**src/rtl/mips32_core.sv**
```systemverilog
// Single-cycle MIPS32 integer core: fetch, decode, execute, memory access and
// writeback all complete in one clock. Instruction memory, register file and
// data memory live in sub-instances named imemory, registers and main_memory
// so their arrays can be preloaded and inspected by hierarchical name.

// Instruction memory: combinational read. The write port exists only so the
// array has a driver; the core ties it off and contents come from preload.
module mips32_imem #(
    parameter int WORDS = 32,
    parameter int AW    = $clog2(WORDS)
) (
    input  logic          clk,
    input  logic          we,
    input  logic [AW-1:0] waddr,
    input  logic [31:0]   wdata,
    input  logic [AW-1:0] addr,
    output logic [31:0]   rdata
);
    logic [31:0] memory [0:WORDS-1];

    // optional program-load write port
    always_ff @(posedge clk) begin
        if (we) memory[waddr] <= wdata;
    end

    assign rdata = memory[addr];
endmodule

// 32x32 register file: two async read ports, one posedge write port.
// $0 is hardwired to zero on read and never written.
module mips32_regfile (
    input  logic        clk,
    input  logic        we,
    input  logic [4:0]  waddr,
    input  logic [31:0] wdata,
    input  logic [4:0]  raddr1,
    input  logic [4:0]  raddr2,
    output logic [31:0] rdata1,
    output logic [31:0] rdata2
);
    logic [31:0] registers [0:31];

    // synchronous write, writes to $0 dropped
    always_ff @(posedge clk) begin
        if (we && (waddr != 5'd0)) registers[waddr] <= wdata;
    end

    assign rdata1 = (raddr1 == 5'd0) ? 32'h0 : registers[raddr1];
    assign rdata2 = (raddr2 == 5'd0) ? 32'h0 : registers[raddr2];
endmodule

// Word data memory: async read, posedge write.
module mips32_dmem #(
    parameter int WORDS = 64,
    parameter int AW    = $clog2(WORDS)
) (
    input  logic          clk,
    input  logic          we,
    input  logic [AW-1:0] addr,
    input  logic [31:0]   wdata,
    output logic [31:0]   rdata
);
    logic [31:0] memory [0:WORDS-1];

    // store on sw
    always_ff @(posedge clk) begin
        if (we) memory[addr] <= wdata;
    end

    assign rdata = memory[addr];
endmodule

// Memory depths are assumed to be powers of two, so "index mod depth" is
// simply the low address bits above the byte offset.
module mips32_core #(
    parameter int IMEM_WORDS = 32,
    parameter int DMEM_WORDS = 64
) (
    input  logic        clk,
    input  logic        reset,
    output logic [31:0] pc_o,
    output logic [31:0] instr_o
);
    localparam int IAW = $clog2(IMEM_WORDS);
    localparam int DAW = $clog2(DMEM_WORDS);

    logic [31:0] pc, pc_plus4, next_pc, instr;
    logic [5:0]  opcode, funct;
    logic [4:0]  rs, rt, rd, shamt, wdst;
    logic [15:0] imm;
    logic [25:0] target;
    logic [31:0] rs_val, rt_val, sext_imm, zext_imm, wdata, mem_addr, mem_rdata;
    logic        reg_we, mem_we;

    assign opcode   = instr[31:26];
    assign rs       = instr[25:21];
    assign rt       = instr[20:16];
    assign rd       = instr[15:11];
    assign shamt    = instr[10:6];
    assign funct    = instr[5:0];
    assign imm      = instr[15:0];
    assign target   = instr[25:0];
    assign sext_imm = {{16{imm[15]}}, imm};
    assign zext_imm = {16'h0, imm};
    assign pc_plus4 = pc + 32'd4;
    assign mem_addr = rs_val + sext_imm;

    mips32_imem #(.WORDS(IMEM_WORDS)) imemory (
        .clk   (clk),
        .we    (1'b0),
        .waddr ('0),
        .wdata (32'h0),
        .addr  (pc[IAW+1:2]),
        .rdata (instr)
    );

    // no architectural writes happen while reset is asserted
    mips32_regfile registers (
        .clk    (clk),
        .we     (reg_we && !reset),
        .waddr  (wdst),
        .wdata  (wdata),
        .raddr1 (rs),
        .raddr2 (rt),
        .rdata1 (rs_val),
        .rdata2 (rt_val)
    );

    mips32_dmem #(.WORDS(DMEM_WORDS)) main_memory (
        .clk   (clk),
        .we    (mem_we && !reset),
        .addr  (mem_addr[DAW+1:2]),
        .wdata (rt_val),
        .rdata (mem_rdata)
    );

    // program counter
    always_ff @(posedge clk) begin
        if (reset) pc <= 32'h0;
        else       pc <= next_pc;
    end

    // decode + execute: result, destination, write enables and next PC.
    // Anything not recognised falls through as a NOP with PC+4.
    always_comb begin
        reg_we  = 1'b0;
        mem_we  = 1'b0;
        wdst    = rd;
        wdata   = 32'h0;
        next_pc = pc_plus4;
        case (opcode)
            6'h00: begin
                reg_we = 1'b1;
                case (funct)
                    6'h20, 6'h21: wdata = rs_val + rt_val;
                    6'h22, 6'h23: wdata = rs_val - rt_val;
                    6'h24: wdata = rs_val & rt_val;
                    6'h25: wdata = rs_val | rt_val;
                    6'h26: wdata = rs_val ^ rt_val;
                    6'h27: wdata = ~(rs_val | rt_val);
                    6'h2a: wdata = {31'h0, $signed(rs_val) < $signed(rt_val)};
                    6'h2b: wdata = {31'h0, rs_val < rt_val};
                    6'h00: wdata = rt_val << shamt;
                    6'h02: wdata = rt_val >> shamt;
                    6'h03: wdata = $unsigned($signed(rt_val) >>> shamt);
                    6'h04: wdata = rt_val << rs_val[4:0];
                    6'h06: wdata = rt_val >> rs_val[4:0];
                    6'h07: wdata = $unsigned($signed(rt_val) >>> rs_val[4:0]);
                    6'h08: begin
                        reg_we  = 1'b0;
                        next_pc = rs_val;
                    end
                    default: reg_we = 1'b0;
                endcase
            end
            6'h08, 6'h09: begin reg_we = 1'b1; wdst = rt; wdata = rs_val + sext_imm; end
            6'h0c: begin reg_we = 1'b1; wdst = rt; wdata = rs_val & zext_imm; end
            6'h0d: begin reg_we = 1'b1; wdst = rt; wdata = rs_val | zext_imm; end
            6'h0e: begin reg_we = 1'b1; wdst = rt; wdata = rs_val ^ zext_imm; end
            6'h0a: begin
                reg_we = 1'b1; wdst = rt;
                wdata  = {31'h0, $signed(rs_val) < $signed(sext_imm)};
            end
            6'h0b: begin reg_we = 1'b1; wdst = rt; wdata = {31'h0, rs_val < sext_imm}; end
            6'h0f: begin reg_we = 1'b1; wdst = rt; wdata = {imm, 16'h0}; end
            6'h23: begin reg_we = 1'b1; wdst = rt; wdata = mem_rdata; end
            6'h2b: mem_we = 1'b1;
            6'h04: if (rs_val == rt_val) next_pc = pc_plus4 + {sext_imm[29:0], 2'b00};
            6'h05: if (rs_val != rt_val) next_pc = pc_plus4 + {sext_imm[29:0], 2'b00};
            6'h02: next_pc = {pc_plus4[31:28], target, 2'b00};
            6'h03: begin
                reg_we  = 1'b1;
                wdst    = 5'd31;
                wdata   = pc_plus4;
                next_pc = {pc_plus4[31:28], target, 2'b00};
            end
            default: ;
        endcase
    end

    // address bits beyond the memory depths are ignored by design
    logic unused_addr_bits;
    assign unused_addr_bits = ^{pc[1:0], pc[31:IAW+2], mem_addr[1:0], mem_addr[31:DAW+2]};

    assign pc_o    = pc;
    assign instr_o = instr;
endmodule

```
**config.mk**
```make
export PLATFORM = sky130hd
export DESIGN_NAME = mips32_core
export DESIGN_NICKNAME = d
export VERILOG_FILES = /design/src/rtl/mips32_core.sv
export SDC_FILE = /design/constraint.sdc
export NUM_CORES = 1
export LEC_CHECK = 0
export CAP_MARGIN = 20
export CORE_MARGIN = 4
export CORE_UTILIZATION = 35
export CTS_BUF_LIST = sky130_fd_sc_hd__clkbuf_2
export DETAILED_ROUTE_END_ITERATION = 10
export GPL_ROUTABILITY_DRIVEN = 0
export GPL_TIMING_DRIVEN = 0
export PLACE_DENSITY = 0.67
export SYNTH_ARGS = -nofsm -noshare
export SYNTH_HDL_FRONTEND = slang
export SYNTH_SLANG_ARGS = --single-unit
```
**constraint.sdc**
```tcl
create_clock -name clk -period 5.65 [get_ports clk]
set_input_delay 1.13 -clock clk [delete_from_list [all_inputs] [get_ports clk]]
set_output_delay 1.13 -clock clk [all_outputs]
set_load 0.01 [all_outputs]
```
==> metrics.cfg <==
[routing]
dr.first_iter.drc_count=47
avgRoutedWirePerCell_um=11.7
route.detailed.drc=0
routed-via-count=1472
viasPerCell=4.64
drtAntennaViolNets=0
drt_first_pass_iters=4
routed_wl_um=3700

[sta]
fin_tns_setup_ns=0
max_freq_mhz=386
maxSlewViolCount=0
fin_worst_skew_ns=0.0185
finalHoldViolations=0
min_period_over_period_pct=45.8
finalCriticalPeriod_ns=2.59
setup_viol=0
hold_slack_ns=0.496
rsz0062_at_grt=false

[clock_tree]
clk_pin_slew_ns=0.14
cts_resized=0
clock_path_buffers=2
htreeDepth=2
post_cts_buffers=0
tritoncts=done
insertion_delay_ns=0.36
clkSinkCount=30
cts_hold_buffers=0
cts-root-buf=clkbuf_2
cts_made_buffers=5

[critical_path]
cp_data_arrival_time_ns=1.46
reg2reg_slack_ns=3.41
cp_slowest_cell=clkdlybuf4s50_1
critical_path_class=reg2out
crit_family=buffers and inverters
reg2reg_depth=5
path_cells=clkdlybuf4s50_1
worst-path-max-fanout=6
worst_r2r_endpoint=pc_o[31]$_SDFF_PP0_
critical_path_buf_inv_count=1
cpPeakStageDelay_ns=0.60
critPathLaunchType=flip-flop
cp_num_cells=1
critPathRequiredTime_ns=4.52
end_kind=output pin
r2r_start=pc_o[7]$_SDFF_PP0_

[worst_hold_path]
worstHoldStart=pc_o[2]$_SDFF_PP0_
holdPathStages=1
hp-class=reg2reg
whs_endpoint=pc_o[2]$_SDFF_PP0_

[floorplan]
die_h_um=76.8
die_area_um2=5900
ioPinCount=66
core_area_um2=4470
rows=24
start_util_pct=37.0
die_x_um=76.8

[logic_synthesis]
yosysSeqAreaShare_pct=36.3
syn_area_per_cell_um2=8.50
synth_warnings=0
yosysUniqueCellTypes=30
ys_seq_elements=30
netlist_area_um2=1660
synth_cells=195

[power_and_ir_drop]
leakage_uw=0.000845
powerDensity_nw_per_um2=162
vdd_drop_max_v=0.000146
total_power_uw=354

[finish]
syn_to_final_growth_pct=31.9
instances_no_fill=317
fillers=456
diodes=0
design_area_um2=2180
nets=269
drive_gt1_share_pct=17.0
largest_reg_flops=30

[global_route]
grt_pass1_wl_um=6070
gr-usage-all-layers_pct=12.4
grt_pass1_vias=1338
grt_remaining_overflow=0
grt_antenna_before_repair=0
grt_max_degree=11

[outcome]
status=finished clean

[placement]
dpl_cell_area_um2=2160
dp_hpwl_um=2780
io_buffers=31
place_inst=311

[run]
maxCapViolCount=0

[per-stage QoR]
| step | setup WS [ns] | util (%) |
|---|---|---|
| floorplan | 3.56 | - |
| global placement | 2.93 | 48.2 |
| detailed placement | 2.95 | 48.2 |
| CTS | 3.04 | 48.8 |
| global route | 3.00 | 48.8 |
| finish | 3.06 | 48.8 |
[power breakdown]
part | leakage [uW] | total (uW) | internal [uW] | switching (uW)
registers | 0.000242 | 216 | 213 | 2.51
logic | 0.000580 | 41.8 | 21.2 | 20.6
clock network | 0.0000223 | 95.8 | 24.6 | 71.2
total | 0.000845 | 354 | 259 | 94.3
[synthesized netlist by cell type]
library cell	count	area, um2
nor2b_1	2	12.5
nand4_1	7	43.8
xnor2_1	5	43.8
dfxtp_1	30	601
buf_1	2	7.51
o31ai_1	8	60.1
or4_4	1	11.3
buf_6	1	11.3
o31a_1	2	17.5
nand3_1	8	40.0
xor2_1	7	61.3
o21ai_0	5	25.0
o21ba_2	2	20.0
nor2_1	14	52.6
nor3_1	1	5.00
inv_1	3	11.3
mux2_2	1	11.3
and4_1	4	35.0
clkbuf_1	6	22.5
nand4_4	1	21.3
and2_1	1	6.26
ha_1	1	12.5
or4_1	9	67.6
nor4_1	5	31.3
nand2_1	12	45.0
buf_4	34	255
and3_1	1	6.26
a21oi_1	13	65.1
conb_1	1	3.75
or3_1	8	50.1
[cells in the final DEF (no fill, tap or decap), types with 2 or more instances in the layout]
| cell | synthesis | final |
|---|---|---|
| buf_4 | 34 | 34 |
| conb_1 | 1 | 34 |
| clkdlybuf4s50_1 | 0 | 31 |
| dfxtp_1 | 30 | 30 |
| nor2_1 | 14 | 14 |
| a21oi_1 | 13 | 13 |
| nand2_1 | 12 | 12 |
| or4_1 | 9 | 9 |
| nand3_1 | 8 | 8 |
| or3_1 | 8 | 8 |
| o31ai_1 | 8 | 8 |
| nand4_1 | 7 | 7 |
| xor2_1 | 7 | 7 |
| clkbuf_1 | 6 | 6 |
| nor4_1 | 5 | 5 |
| o21ai_0 | 5 | 5 |
| xnor2_1 | 5 | 5 |
| clkbuf_2 | 0 | 5 |
| and4_1 | 4 | 4 |
| inv_1 | 3 | 3 |
| buf_1 | 2 | 2 |
| o31a_1 | 2 | 2 |
| o21ba_2 | 2 | 2 |
| nor2b_1 | 2 | 2 |
[area by class of cell]
class	instances	area, um2	share of cell area [%]
multi-input cells	152	872	39.9
repair buffers	31	310	14.2
well taps	52	65.1	2.98
flip-flops and latches	30	601	27.5
plain buffers	43	297	13.6
clock buffers	5	25.0	1.15
inverters	3	11.3	0.515
clock inverters	1	3.75	0.172
[how the worst max path moves through the flow]
stage | from | to | slack, ns
floorplan | pc_o[7]$_SDFF_PP0_ | pc_o[31]$_SDFF_PP0_ | 3.56
global placement | reset | pc_o[10]$_SDFF_PP0_ | 2.93
detailed placement | reset | pc_o[9]$_SDFF_PP0_ | 2.95
CTS | pc_o[7]$_SDFF_PP0_ | pc_o[7] | 3.04
global route | pc_o[7]$_SDFF_PP0_ | pc_o[7] | 3.00
finish | pc_o[7]$_SDFF_PP0_ | pc_o[7] | 3.06
[logic make-up (layout without fill, tap and decap cells)]
group / after synthesis / after routing / synth area share [%]
flops: 30 / 30 / 36.3
compound gates: 30 / 30 / 11.3
fa+ha+maj: 1 / 1 / 0.755
other cells: 1 / 34 / 0.226
simple gates: 74 / 74 / 25.8
xor+xnor: 12 / 12 / 6.34
mux: 1 / 1 / 0.680
buf+inv: 46 / 83 / 18.6
[routing by layer]
| layer | wire length, um | track usage [%] | share of wire (%) | up-vias |
|---|---|---|---|---|
| li1 | - | - | - | 768 |
| met1 | 1740 | 15.0 | 47 | 648 |
| met2 | 1590 | 20.5 | 43 | 51 |
| met3 | 327 | 4.80 | 8.8 | 5 |
| met4 | 40 | 3.26 | 1.1 | 0 |
| met5 | 0 | 0 | 0 | - |
No activity file was read; power rests on OpenSTA's default activity.
==> edit 1, RTL diff (config.mk and constraints unchanged) <==
Register the output `instr_o`, cleared by the reset; this adds one clock of latency there. The other outputs are not delayed to match.
--- a/src/rtl/mips32_core.sv
+++ b/src/rtl/mips32_core.sv
@@ -205,4 +205,10 @@
     assign pc_o    = pc;
-    assign instr_o = instr;
-endmodule
-
+    always_ff @(posedge clk) begin
+        if (reset) begin
+            instr_o <= '0;
+        end else begin
+            instr_o <= instr;
+        end
+    end
+endmodule
+
Function: not settled (the Yosys comparison gave no result); the edit may change what the design does.
==> edit 1 against the original RTL <==
  * Wire length decreased by 4.2%
  * Synthesized area decreased by 3.5%
  * First-iteration DRC count increased by 26%
  * Non-clock buffer count decreased by 3
  * Power increased by 2.4%
  * Critical endpoint unchanged
  * Setup slack improved by 4.2 ps
  * Design area decreased by 2.2%
  * Sequential cell count unchanged
==> edit 1: results (changes against the original RTL) <==
outcome finished clean; DP Area 2097 um2 (-2.7%); WL/cell 11.32 um (-2.9%); clock transition at the registers of the reported paths 160 ps (+20 ps); vias in the first global route 1236 (-7.6%); Unique masters post-synth 29 (-3.3%); first-pass GRT wire length 5568 um (-8.3%); Total GRT Usage 12.94% (+0.53 points); Max FO, Critical Path 7 (+1); Port-buffer cells 31 (unchanged); synth cell count leaders 34 x buf_4, 30 x dfxtp_1, 16 x a21oi_1, 13 x nor2_1, 10 x or3_1; fraction of layout cells with a size suffix above 1 16.86% (-0.12 points); Final HPWL DP 2665 um (-4.0%); ys async rst share 0% (unchanged); Peak VDD IR 0.00007570 V (-48%); fraction of the yosys area taken by sequential cells 37.59% (+1.3 points); Place WS 2875 ps (-75.31 ps); clk_skew 29.44 ps (+10.92 ps); DR iter-0 viols 59 (+26%); via count 1427 (-3.1%); max incr delay on CP 590 ps; fin nets 263 (-2.2%); LEAKAGE 0.8327 nW (-1.4%); switching share of power 26.87% (+0.21 points); ranking of synthesized cells by area dfxtp_1 38%, buf_4 16%, a21oi_1 5.0%; grt ovf 0 (unchanged)
edit 1: area by class of cell:
type	instances	area (um2)
clock buffer	6	30.03
tap	52	65.06
sequential	30	600.6
inverter	2	7.507
fill	434	2248
clock inverter	2	8.758
multi-input combinational	150	827.0
buffer	40	286.5
timing repair buffer	31	310.3
edit 1: final timing paths:
kind            start       end  slack, ps  depth (start not counted)
min reg2reg  pc_o[31]  pc_o[31]        500                          2
min          pc_o[31]  pc_o[31]        500                          2
max           pc_o[7]   pc_o[7]       3070                          1
max reg2reg   pc_o[2]  pc_o[16]       3410                          6
edit 1: layer usage:
metal | up-vias | wire, um | track usage [%] | share of wire (%)
met5 | - | 0 | 0 | 0
met1 | 625 | 1579 | 15.16 | 45
met4 | 0 | 51 | 5.243 | 1.4
met2 | 47 | 1630 | 21.67 | 46
li1 | 749 | - | - | -
met3 | 6 | 282 | 4.354 | 8.0
edit 1: cells by family (layout without fill, tap and decap cells):
group                      after synthesis  count (layout)  share of synthesized area (%)
and+or+nand+nor                         71              71                          25.14
buffers and inverters                   42              81                          18.40
AOI/OAI and AO/OA                       32              32                          10.96
DFF                                     30              30                          37.59
xor gates and xnor gates                10              10                          5.481
muxes                                    2               2                          1.409
adders and majority gates                1               1                         0.7830
other                                    1              34                         0.2347
edit 1: stage by stage:
stage	instances	util, %	power [mW]
floorplan	222	-	0.2537
global placement	305	47.83	0.2604
detailed placement	305	47.83	0.2606
CTS	313	48.72	0.3655
global route	313	48.72	0.3822
finish	313	48.72	0.3621
edit 1: power groups by stage:
stage          Sequential [mW]  Combinational [mW]  Clock (mW)
5_1_grt                  0.217              0.0450       0.120
3_5_place_dp             0.221              0.0400           0
6_report                 0.216              0.0410       0.105
4_1_cts                  0.216              0.0401       0.109
3_3_place_gp             0.220              0.0399           0
2_1_floorplan            0.221              0.0328           0
==> edit 2, RTL diff (config.mk and constraints unchanged) <==
Made on the original files. Make the reset (`reset`) asynchronous in one clocked block.
--- a/src/rtl/mips32_core.sv
+++ b/src/rtl/mips32_core.sv
@@ -137,3 +137,3 @@
     // program counter
-    always_ff @(posedge clk) begin
+    always_ff @(posedge clk or posedge reset) begin
         if (reset) pc <= 32'h0;
Check against the original RTL: not settled (the Yosys comparison gave no result); the edit may change what the design does.
==> edit 2 against the original RTL <==
  * Setup slack better by 8.2 ps
  * Critical path depth stayed put
  * Core utilization is 1.4 points higher
  * Largest cell class is now registers
  * Die area is 4.5% lower
  * Clock skew is 13 ps higher
  * Power is 26% higher
  * Wire length is 22% lower
  * Sequential cell count stayed put
  * Design area is 0.17% higher
  * Synthesized area is 5.1% lower
==> edit 2: results (changes against the original RTL) <==
fraction of layout cells with a size suffix above 1 21.10% (+4.1 points); Post-CTS Setup Repair Bufs 0 (unchanged); Root Buffer clkbuf_2; initial antenna violation count 0 (unchanged); synth cell count leaders 34 x buf_4, 30 x dfrtp_1, 21 x xnor2_1, 12 x nand3_1, 10 x nand4_1; vias in the first global route 997 (-25%); diodes inserted 0 (unchanged); Unique masters post-synth 20 (-33%); DR iter-0 viols 44 (-6.4%); Peak VDD IR 0.0001175 V (-20%); top_reg_cell synth dfrtp_1; max incr delay on CP 570 ps (-30 ps); outcome finished clean; via count 1104 (-25%); Top Family by Delay on Critical Path buffers and inverters; number of flip-flops in the largest register 30 (unchanged); hold crit path type flip-flop to flip-flop; clk_skew 31.36 ps (+12.84 ps); Place WS 3490 ps (+539.7 ps); CTS Buf Count 5 (unchanged); Routed WL 2886 um (-22%); Total GRT Usage 11.09% (-1.3 points); Port-buffer cells 31 (unchanged); ys async rst share 100.0% (+100 points); post-cts sizing count 0 (unchanged); fillers 420 (-7.9%); Max FO, Critical Path 6 (unchanged); ranking of synthesized cells by area dfrtp_1 48%, buf_4 16%, xnor2_1 12%; LEAKAGE 1.109 nW (+31%); largest net degree at the start of global routing 19 (+8); drt first pass iters 4 (unchanged); synth warn 0 (unchanged); H-tree depth 2 (unchanged); fraction of the yosys area taken by sequential cells 47.73% (+11 points); clock transition at the registers of the reported paths 190 ps (+50 ps); CP max-delay cell clkdlybuf4s50_1; Worst Hold Depth 1 (unchanged); grt ovf 0 (unchanged); worst skew pair latency 390 ps (+30 ps); CP arrival 1450 ps; worst-case clock buffer depth 2 (unchanged); DP Area 2100 um2 (-2.6%); R2R cell count 5 (unchanged); Slew Limit Headroom 60.75%; Final HPWL DP 2225 um (-20%); first-pass GRT wire length 4664 um (-23%); area share of the leading cell type in the synthesized netlist 47.73% (+11 points); fin nets 220 (-18%)
[edit 2: power breakdown]
part	internal, mW	leakage [nW]	switching [mW]	total (mW)
sequential	0.215	0.405	0	0.215
clock	0.118	0.0506	0.0790	0.197
combinational	0.0177	0.653	0.0177	0.0354
[edit 2: stage by stage]
stage | total power [mW] | cells | utilization, %
3_3_place_gp | 0.2511 | 261 | 47.59
3_5_place_dp | 0.2536 | 262 | 48.22
4_1_cts | 0.4516 | 270 | 50.26
5_1_grt | 0.4659 | 270 | 50.26
2_1_floorplan | 0.2492 | 178 | -
6_report | 0.4472 | 270 | 50.26
[edit 2: final cells by class]
cell class	count	share of cell area [%]
Timing Repair Buffer	32	15.44
Tap cell	52	2.973
Buffer	36	12.06
Multi-Input combinational cell	109	30.65
Sequential cell	30	34.31
Inverter	3	0.5146
Clock buffer	5	1.144
Clock inverter	3	2.916
[edit 2: cells by family (layout without fill, tap and decap cells)]
| logic type | after synthesis | in the layout | share of synthesized area [%] |
|---|---|---|---|
| simple gates | 46 | 46 | 18.14 |
| buf+inv | 39 | 79 | 17.50 |
| flops | 30 | 30 | 47.73 |
| xor+xnor | 28 | 28 | 15.59 |
| fa+ha+maj | 1 | 1 | 0.7954 |
| other cells | 1 | 34 | 0.2384 |
[edit 2: layer usage]
layer	track usage, %	vias up	routed length [um]
li1	-	565	-
met1	15.52	492	1329
met2	15.38	40	1241
met3	3.605	7	254
met4	5.336	0	61
met5	0	-	0
[edit 2: worst paths after layout]
check	start	end	slack, ps
worst min register to register	pc_o[31]	pc_o[31]	500
max in group asynchronous	reset	pc_o[14]	4070
worst min-delay path	pc_o[31]	pc_o[31]	500
min in group asynchronous	reset	pc_o[9]	1100
worst max-delay path	pc_o[18]	pc_o[18]	3070
worst max register to register	pc_o[2]	pc_o[28]	3820
